===== config.mk =====
export PLATFORM = sky130hd
export DESIGN_NAME = fetch_ctrl
export DESIGN_NICKNAME = d
export VERILOG_FILES = /design/src/rtl/fetch_ctrl.sv
export SDC_FILE = /design/constraint.sdc
export NUM_CORES = 1
export LEC_CHECK = 0
export ABC_AREA = 1
export CORE_AREA = 3 3 127 129
export CTS_CLUSTER_SIZE = 16
export DETAILED_ROUTE_END_ITERATION = 8
export DIE_AREA = 0 0 130 132
export PLACE_DENSITY = 0.68
export SYNTH_ARGS = -nofsm -noshare
export SYNTH_HDL_FRONTEND = slang
export SYNTH_SLANG_ARGS = --single-unit

===== constraint.sdc =====
create_clock -name clk -period 2.6 [get_ports clk]
set_input_delay 0.52 -clock clk [delete_from_list [all_inputs] [get_ports clk]]
set_output_delay 0.52 -clock clk [all_outputs]
set_load 0.02 [all_outputs]

===== src/rtl/fetch_ctrl.sv =====
// fetch_ctrl: instruction-fetch sequencer between the PC block and decode.
//   Drives PC load/inc/stall, runs a single-outstanding imem req/gnt/rvalid
//   handshake, discards stale responses after a redirect, and holds fetched
//   instructions in a one-entry valid/ready output register.
//   Latency: gnt in N, rvalid in M>N -> if_valid in M+1. Redirect: pc_load in
//   the same cycle, new target requested from the next cycle.
//   Backpressure: no new request while the output register is full and decode
//   is not ready, so a response always finds a free slot.
// Ports:
//   clk, rst_n            clock, synchronous active-low reset
//   pc_out / pc_load, pc_inc, pc_stall, pc_in   PC block interface
//   trap_*, jmp_*, br_*   redirect requests (priority trap > jmp > br)
//   imem_req/addr/gnt/rvalid/rdata              instruction memory handshake
//   if_valid/pc/instr, if_ready                 output register to decode
//   misalign_err/addr     misaligned jmp/br report
// Build option: define FETCH_CTRL_MISALIGN_EN to reject jmp/br targets with
//   target[1:0] != 0 (pulse misalign_err and halt until a trap). Without it
//   the misalign outputs are tied to zero and every target loads unchecked.

module fetch_ctrl #(
  parameter int PC_WIDTH   = 32,
  parameter int INC_AMOUNT = 4
) (
  input  logic                clk,
  input  logic                rst_n,
  input  logic [PC_WIDTH-1:0] pc_out,
  output logic                pc_load,
  output logic                pc_inc,
  output logic                pc_stall,
  output logic [PC_WIDTH-1:0] pc_in,
  input  logic                trap_valid,
  input  logic                jmp_valid,
  input  logic                br_valid,
  input  logic [PC_WIDTH-1:0] trap_target,
  input  logic [PC_WIDTH-1:0] jmp_target,
  input  logic [PC_WIDTH-1:0] br_target,
  output logic                imem_req,
  output logic [PC_WIDTH-1:0] imem_addr,
  input  logic                imem_gnt,
  input  logic                imem_rvalid,
  input  logic [31:0]         imem_rdata,
  output logic                if_valid,
  output logic [PC_WIDTH-1:0] if_pc,
  output logic [31:0]         if_instr,
  input  logic                if_ready,
  output logic                misalign_err,
  output logic [PC_WIDTH-1:0] misalign_addr
);

  // Sequential fetch addressing relies on whole 32-bit instruction steps.
  if ((INC_AMOUNT <= 0) || ((INC_AMOUNT % 4) != 0)) begin : g_inc_check
    $error("fetch_ctrl: INC_AMOUNT must be a positive multiple of 4");
  end

  typedef enum logic [2:0] {
    S_BOOT = 3'd0,
    S_REQ  = 3'd1,
    S_WAIT = 3'd2,
    S_DROP = 3'd3,
    S_HALT = 3'd4
  } state_t;

  state_t                r_state;
  state_t                w_next;
  logic                  r_if_valid;
  logic [PC_WIDTH-1:0]   r_if_pc;
  logic [31:0]           r_if_instr;

  logic                  w_halted;
  logic                  w_halt_pend;
  logic                  w_redir;
  logic                  w_misalign;
  logic                  w_load;
  logic                  w_req;
  logic                  w_capture;
  logic [PC_WIDTH-1:0]   w_target;

  // Redirect arbitration: later assignments win, giving trap > jmp > br.
  always_comb begin
    w_target = br_target;
    if (jmp_valid)  w_target = jmp_target;
    if (trap_valid) w_target = trap_target;
  end

  // While halted (or draining towards HALT) only a trap may redirect.
  assign w_halted = (r_state == S_HALT) || w_halt_pend;
  assign w_redir  = trap_valid || (!w_halted && (jmp_valid || br_valid));

`ifdef FETCH_CTRL_MISALIGN_EN
  logic                r_mis_err;
  logic [PC_WIDTH-1:0] r_mis_addr;
  logic                r_halt_pend;

  // Trap targets are trusted; only a jmp/br winner is checked.
  assign w_misalign  = w_redir && !trap_valid && (w_target[1:0] != 2'b00);
  assign w_halt_pend = r_halt_pend;

  always_ff @(posedge clk) begin
    if (!rst_n) begin
      r_mis_err   <= 1'b0;
      r_mis_addr  <= '0;
      r_halt_pend <= 1'b0;
    end else begin
      r_mis_err <= w_misalign;
      if (w_misalign) r_mis_addr <= w_target;
      // Remembers that the DROP in progress must end in HALT, not REQ.
      r_halt_pend <= (w_next == S_DROP) &&
                     (w_misalign || (r_halt_pend && !w_load));
    end
  end

  assign misalign_err  = r_mis_err;
  assign misalign_addr = r_mis_addr;
`else
  assign w_misalign    = 1'b0;
  assign w_halt_pend   = 1'b0;
  assign misalign_err  = 1'b0;
  assign misalign_addr = '0;
`endif

  assign w_load = w_redir && !w_misalign;

  // Next state and request/capture decisions.
  always_comb begin
    w_next    = r_state;
    w_req     = 1'b0;
    w_capture = 1'b0;
    case (r_state)
      S_BOOT: w_next = w_misalign ? S_HALT : S_REQ;
      S_REQ: begin
        // Only request when the output slot will be free for the response.
        w_req = !r_if_valid || if_ready;
        if (w_req && imem_gnt) begin
          // A redirect in the grant cycle makes the accepted fetch stale.
          w_next = w_redir ? S_DROP : S_WAIT;
        end else if (w_misalign) begin
          w_next = S_HALT;
        end
      end
      S_WAIT: begin
        if (imem_rvalid) begin
          if (w_misalign) begin
            w_next = S_HALT;
          end else begin
            w_next    = S_REQ;
            w_capture = !w_load;
          end
        end else if (w_redir) begin
          w_next = S_DROP;
        end
      end
      S_DROP: begin
        if (imem_rvalid) begin
          w_next = (w_misalign || (w_halt_pend && !w_load)) ? S_HALT : S_REQ;
        end
      end
      S_HALT: begin
        if (w_load) w_next = S_REQ;
      end
      default: w_next = S_BOOT;
    endcase
  end

  // Combinational outputs are forced idle while reset is asserted.
  assign imem_req  = rst_n && w_req;
  assign imem_addr = pc_out;
  assign pc_load   = rst_n && w_load;
  assign pc_inc    = rst_n && w_capture;
  assign pc_in     = pc_load ? w_target : '0;
  assign pc_stall  = !(pc_load || pc_inc);

  always_ff @(posedge clk) begin
    if (!rst_n) begin
      r_state    <= S_BOOT;
      r_if_valid <= 1'b0;
      r_if_pc    <= '0;
      r_if_instr <= '0;
    end else begin
      r_state <= w_next;
      // Any redirect or misalign flushes the slot; data fields are kept.
      if (w_redir) begin
        r_if_valid <= 1'b0;
      end else if (w_capture) begin
        r_if_valid <= 1'b1;
        r_if_pc    <= pc_out;
        r_if_instr <= imem_rdata;
      end else if (r_if_valid && if_ready) begin
        r_if_valid <= 1'b0;
      end
    end
  end

  assign if_valid = r_if_valid;
  assign if_pc    = r_if_pc;
  assign if_instr = r_if_instr;

endmodule


==> impl_results.md, run 1 <==
* Result of the run: finished clean
* Fillers at 1544
* Arrival time at the worst endpoint at 1.99 ns
* Crit path max fanout at 32
* Worst Path Required at 2.08 ns
* GRT met2 Usage at 28.6%
* Power density cells at 430 nW/um2
* Cell with the most instances after synthesis: sky130_fd_sc_hd__nor2_1
* Async set or reset register ratio after synthesis at 0%
* Leak at 3.03 nW
* Placeable core area at 15100 um2
* Hold slack final at 0.495 ns
* Clock tree from TritonCTS: built
* Area added between synthesis and finish at 77.2%
* Final critical-path required period at 2.51 ns
* Most common library cells after synthesis: sky130_fd_sc_hd__nor2_1 (84), sky130_fd_sc_hd__nand2_1 (72), sky130_fd_sc_hd__dfxtp_1 (67)
* Type of destination of the critical path: primary output
* Relative max-transition margin at 34.1%
* Total via count in the routed design at 4287
* Die Width at 130 um
* Area share of the largest cell type after synthesis at 34.1%
* I/O Buffers at 300
* Via count of the first global-routing pass at 4128
* Number of enable flip-flop cells after synthesis at 0
* Category of cells accounting for the largest share of critical-path delay: buffers and inverters
* H-tree levels at 3
* Overall routed net length at 15.2 mm
* CP max-delay cell: sky130_fd_sc_hd__clkdlybuf4s50_1
* DR vias/cell at 4.26
* Floorplan die area at 17200 um2
* Postcts setup bufs at 0
* Worst-Margin Slew at 0.988 ns
* Placer congestion estimate at 0.769
* Clk buf depth at 2
* Sinks on the clock net at 67
* Max Clk Rate at 398 MHz
* Initial antenna violation count at 1
* Post-Synthesis Mean Instance Area at 7.08 um2
* Initial core utilization at 26.0%
* Inserted Diodes at 0
* Worst-path cell chain: clkdlybuf4s50_1 -> inv_4 -> nand2_4 -> inv_2 -> nor2_4 -> inv_4 -> a21oi_1 -> dlygate4sd2_1
* DRC viols at 0
* Root buffer cell: sky130_fd_sc_hd__clkbuf_16
* Number of different library cells in the post-synthesis netlist at 21
* RSZ-0062 raised after global routing: false
* Cell row count at 45
* Crit. Startpoint: trap_valid
* Synth Flop Type: sky130_fd_sc_hd__dfxtp_1
* Hold bufs inserted after CTS at 0
* Cell area after placement at 6700 um2
* Category of the most critical setup path: in -> out
* First-pass DRT Iterations at 4
* Wire length per cell at 15.1 um
* Count of endpoints failing setup in the final report at 0
* Count of antenna-violating nets left after detailed routing at 0
* Startpoint type of the worst setup path: input pin
* Largest cells by area after synthesis: sky130_fd_sc_hd__dfxtp_1 (34%), sky130_fd_sc_hd__buf_4 (13%), sky130_fd_sc_hd__nor2_2 (8.1%)
* Mapped cell area at 3930 um2
* Setup_tns at 0 ns
* IO Pins at 334
* Busiest grt layer: met2
* Cell taking the most area after synthesis: sky130_fd_sc_hd__dfxtp_1
* Buf/Inv on CP at 5
* Share of final-layout standard cells stronger than drive strength 1 at 12.0%
* Worst Clk Skew at 0.00368 ns
* Max VDD drop at 316 uV
* Hold_sp: if_pc[25]
* CP most frequent cell: sky130_fd_sc_hd__inv_4
* DRC marker count from the first detailed-route iteration at 141
* Sequential area share after synthesis at 34.1%
* Yosys warnings at 0
* Insertion delay of the later-clocked pin in the worst-skew pair at 0.32 ns
* RR Startpoint: r_state[0]
* Hold crit path type: reg -> reg
* Global routing met1 resource utilization at 20.0%
* Final Power at 2.99 mW
* Wire length of the first global-routing pass at 22.6 mm
* Final core utilization at 46.0%
* Half-perimeter wire length after placement at 11.9 mm
* Met3 GRT Util at 6.04%
* Post-synthesis register bit count at 67
* Combined global-route utilization of all metal layers at 16.7%
* Post-route cell area at 6970 um2
* TritonCTS buffer count at 9
* Gr ovfl total at 0
* Clock input transition at the sequential cells of the worst setup and hold paths at 0.06 ns
* Fin crit share at 96.6%
* Number of endpoints with negative hold slack in the final report at 0
* Number of max-slew violations in the final report at 0
* Y dimension of the die at 132 um
* Maximum cell stage delay along the critical path at 0.53 ns
* Largest net degree at the start of global routing at 66
* Total number of nets in the final design at 982
* Cell count after synthesis at 556
* # Max-Cap Violations at 0
per-stage QoR:
stage / instances / worst slack, ns
after floorplan: 588 / 0.495
after global placement: 991 / -0.313
after detailed placement: 991 / -0.331
after CTS: 1007 / 0.00640
after global routing: 1007 / 0.000405
final: 1007 / 0.0873
cell type report:
type,count,area [um2],area share [%]
inverter,41,159,2.28
clock inverter,6,72.6,1.04
sequential,67,1340,19.2
timing repair buffer,318,3110,44.6
multi-input combinational,377,1820,26.0
tap,188,235,3.37
clock buffer,10,239,3.43
flip-flops by register name, summed over array words and instances, names as in the netlist:
register,cells
if_valid,1
if_pc,32
r_state,2
if_instr,32
worst reg2reg max path: stages, from the launching register on:
cell and delay (ns):
sky130_fd_sc_hd__dfxtp_1 0.35, sky130_fd_sc_hd__inv_1 0.06, sky130_fd_sc_hd__nand3_1 0.13, sky130_fd_sc_hd__nor2_4 0.06, sky130_fd_sc_hd__inv_2 0.05, sky130_fd_sc_hd__buf_4 0.70
sky130_fd_sc_hd__nor2_1 0.23, sky130_fd_sc_hd__nor2_1 0.15
routing by layer:
metal / part of all wire, % / vias up
li1: - / 2191
met1: 40 / 1868
met2: 48 / 210
met3: 10 / 16
met4: 1.3 / 2
met5: 0.085 / -
what timing repair did:
item,CTS,global route
endpoints found under the setup margin,34,7
pin swaps,0,0
resized for setup,35,10
cells by family (layout without fill, tap and decap cells):
group | count (synthesis) | in the layout | share of synthesized area [%]
compound gates | 131 | 131 | 18.8
buf+inv | 144 | 375 | 22.8
flops | 67 | 67 | 34.1
simple gates | 213 | 213 | 24.2
other cells | 1 | 33 | 0.0953
power by group:
group	switching, mW	internal, mW	leakage, nW	total (mW)
clock	0.462	0.778	0.150	1.24
combinational	0.338	0.376	2.34	0.714
sequential	0.00523	1.04	0.540	1.04
total	0.805	2.19	3.03	2.99
placed cells by master, fill, tap and decap left out:
cell type / instances
sky130_fd_sc_hd__a211oi_1: 1
sky130_fd_sc_hd__a21oi_1: 34
sky130_fd_sc_hd__buf_12: 2
sky130_fd_sc_hd__buf_2: 2
sky130_fd_sc_hd__buf_4: 16
sky130_fd_sc_hd__buf_6: 1
sky130_fd_sc_hd__bufinv_16: 1
sky130_fd_sc_hd__clkbuf_16: 9
sky130_fd_sc_hd__clkbuf_2: 3
sky130_fd_sc_hd__clkbuf_8: 1
sky130_fd_sc_hd__clkdlybuf4s15_1: 3
sky130_fd_sc_hd__clkdlybuf4s50_1: 263
sky130_fd_sc_hd__clkinv_4: 2
sky130_fd_sc_hd__clkinvlp_4: 1
sky130_fd_sc_hd__conb_1: 33
sky130_fd_sc_hd__dfxtp_1: 67
sky130_fd_sc_hd__dlygate4sd2_1: 27
sky130_fd_sc_hd__dlymetal6s2s_1: 1
sky130_fd_sc_hd__inv_1: 37
sky130_fd_sc_hd__inv_2: 2
sky130_fd_sc_hd__inv_4: 2
sky130_fd_sc_hd__inv_6: 2
sky130_fd_sc_hd__nand2_1: 72
sky130_fd_sc_hd__nand2_4: 1
sky130_fd_sc_hd__nand3_1: 3
sky130_fd_sc_hd__nor2_1: 84
sky130_fd_sc_hd__nor2_2: 51
sky130_fd_sc_hd__nor2_4: 2
sky130_fd_sc_hd__o211ai_1: 32
sky130_fd_sc_hd__o21ai_0: 4
sky130_fd_sc_hd__o21ai_1: 60
path summary, 6_finish.rpt:
check | endpoint | slack (ns) | depth (start not counted)
setup / recovery | pc_in[18] | 0.09 | 8
hold / removal | if_pc[25] | 0.49 | 2
setup reg to reg | if_instr[29] | 0.81 | 7
hold reg to reg | if_pc[25] | 0.49 | 2
No activity file was read; power rests on OpenSTA's default activity.
==> run 2, diff against run 1 <==
DONT_BUFFER_PORTS = 1   (was not set)
PLACE_DENSITY = 0.4   (was 0.68)
==> run 2 against run 1 <==
Maximum frequency rose by 15%; register-to-register slack better by 0.05 ns; non-clock buffer count down 310; hold slack lost 0.18 ns; largest power group unchanged; highest routed layer unchanged.
==> impl_results.md, run 2 (synthesized netlist as in run 1, its figures left out) <==
* Result of the run: finished clean
* Arrival time at the worst endpoint at 1.67 ns
* Inserted Diodes at 0
* Net Switching at 648 uW
* Half-perimeter wire length after placement at 8.75 mm
* Wire length per cell at 16.6 um
* Total number of nets in the final design at 672
* Die Width at 130 um
* Initial antenna violation count at 1
* RSZ-0062 raised after global routing: false
* Placeable core area at 15100 um2
* GRT met2 Usage at 21.3%
* Number of endpoints with negative hold slack in the final report at 0
* Internal power contribution at 1.89 mW
* Cell row count at 45
* Fraction of power consumed by sequential logic at 41.5%
* DR vias/cell at 4.62
* Relative max-transition margin at 34.0%
* Category of the most critical setup path: in -> out
* Setup_tns at 0 ns
* Floorplan die area at 17200 um2
* Global routing met1 resource utilization at 12.9%
* Leak at 1.74 nW
* DRC marker count from the first detailed-route iteration at 88
* IO Pins at 334
* Most frequent standard cell in the layout excluding fill and tap cells: sky130_fd_sc_hd__nor2_1
* H-tree levels at 3
* Total via count in the routed design at 3214
* Busiest grt layer: met2
* Sinks on the clock net at 67
* Root buffer cell: sky130_fd_sc_hd__clkbuf_16
* Number of max-slew violations in the final report at 0
* First-pass DRT Iterations at 4
* Hold crit path type: in -> reg
* Count of endpoints failing setup in the final report at 0
* Fin crit share at 84.3%
* Gr ovfl total at 0
* Worst slack after detailed placement at 0.437 ns
* I/O Buffers at 0
* Max VDD drop at 278 uV
* Clock power frac at 49.2%
* Worst Path Required at 2.08 ns
* Worst-Margin Slew at 0.990 ns
* Clock tree from TritonCTS: built
* Hold bufs inserted after CTS at 0
* Met3 GRT Util at 6.24%
* Via count of the first global-routing pass at 2909
* Setup ws final at 0.407 ns
* Y dimension of the die at 132 um
* Overall routed net length at 11.6 mm
* Area added between synthesis and finish at -0.604%
* Worst hold path cell count at 2
* DRC viols at 0
* Placer congestion estimate at 0.748
* Combined global-route utilization of all metal layers at 12.4%
* Share of final-layout standard cells stronger than drive strength 1 at 15.9%
* Initial core utilization at 26.0%
* TritonCTS buffer count at 9
* Power density cells at 648 nW/um2
* Fraction of power consumed by combinational cells at 9.3%
* Max Clk Rate at 456 MHz
* # Max-Cap Violations at 0
* Startpoint type of the worst setup path: input pin
* Worst R2R Path Depth at 7
* Crit path max fanout at 65
* Insertion delay of the later-clocked pin in the worst-skew pair at 0.33 ns
* Clock input transition at the sequential cells of the worst setup and hold paths at 0.06 ns
* Net switching share of the total power at 25.6%
* Wire length of the first global-routing pass at 16.3 mm
* Worst Clk Skew at 0.00544 ns
* Final critical-path required period at 2.19 ns
* Largest net degree at the start of global routing at 67
* Type of destination of the critical path: primary output
* Number of resized instances in the post-cts repair step at 0
* Postcts setup bufs at 0
* Clk buf depth at 2
* Commonest cells after routing, fill and taps aside: sky130_fd_sc_hd__nor2_1 (84), sky130_fd_sc_hd__nand2_1 (72), sky130_fd_sc_hd__dfxtp_1 (67)
* Count of antenna-violating nets left after detailed routing at 0
## run 2: cell types whose count changed in the layout (fill, tap and decap cells not counted), sizes merged
cell           delta
dlymetal6s2s      -1
clkdlybuf4s50   -263
clkinvlp          -1
clkdlybuf4s15     -3
buf              -13
clkbuf            -2
inv               -1
dlygate4sd2      -27
## run 2: worst paths after layout
kind,from,slack (ns),to
max,jmp_valid,0.41,pc_in[22]
min,imem_rdata[0],0.31,if_instr[0]
max reg2reg,r_state[0],0.86,if_instr[29]
min reg2reg,r_state[1],0.52,r_state[1]
## run 2: cell type report
cell class              count  area (um2)
fillers                  1674       11200
multi-input cells         377        1820
flip-flops and latches     67        1340
clock buffers              11         253
well taps                 188         235
inverters                  41         156
repair buffers              8        60.1
clock inverters             4        48.8
## run 2: per-layer routing
| layer | up-vias | share of wire, % | wire, um |
|---|---|---|---|
| met2 | 196 | 50 | 5770 |
| li1 | 1563 | - | - |
| met5 | - | 0.15 | 17 |
| met1 | 1441 | 37 | 4280 |
| met3 | 12 | 12 | 1330 |
| met4 | 2 | 1.3 | 148 |
## run 2: stage by stage
stage	cell area [um2]	utilization [%]	power [mW]	std cells	hold slack [ns]
after floorplan	4050	-	1.42	588	0.489
after global placement	3610	23.8	1.31	681	0.506
after detailed placement	3610	23.8	1.31	681	0.516
after CTS	3910	25.8	2.58	696	0.294
after global routing	3910	25.8	2.65	696	0.298
final	3910	25.8	2.53	696	0.313
## run 2: power groups by stage
stage | Combinational, mW | Sequential (mW) | Clock [mW]
2_1_floorplan | 0.347 | 1.07 | 0
3_3_place_gp | 0.234 | 1.07 | 0
3_5_place_dp | 0.236 | 1.07 | 0
4_1_cts | 0.237 | 1.05 | 1.29
5_1_grt | 0.260 | 1.05 | 1.33
6_report | 0.236 | 1.05 | 1.25
## run 2: worst max-delay path, stage by stage
cell and delay, ns:
sky130_fd_sc_hd__nor2_2 0.18, sky130_fd_sc_hd__nand2_4 0.09, sky130_fd_sc_hd__inv_2 0.08, sky130_fd_sc_hd__nor2_4 0.06
sky130_fd_sc_hd__inv_2 0.41, sky130_fd_sc_hd__a21oi_1 0.11, sky130_fd_sc_hd__buf_4 0.19
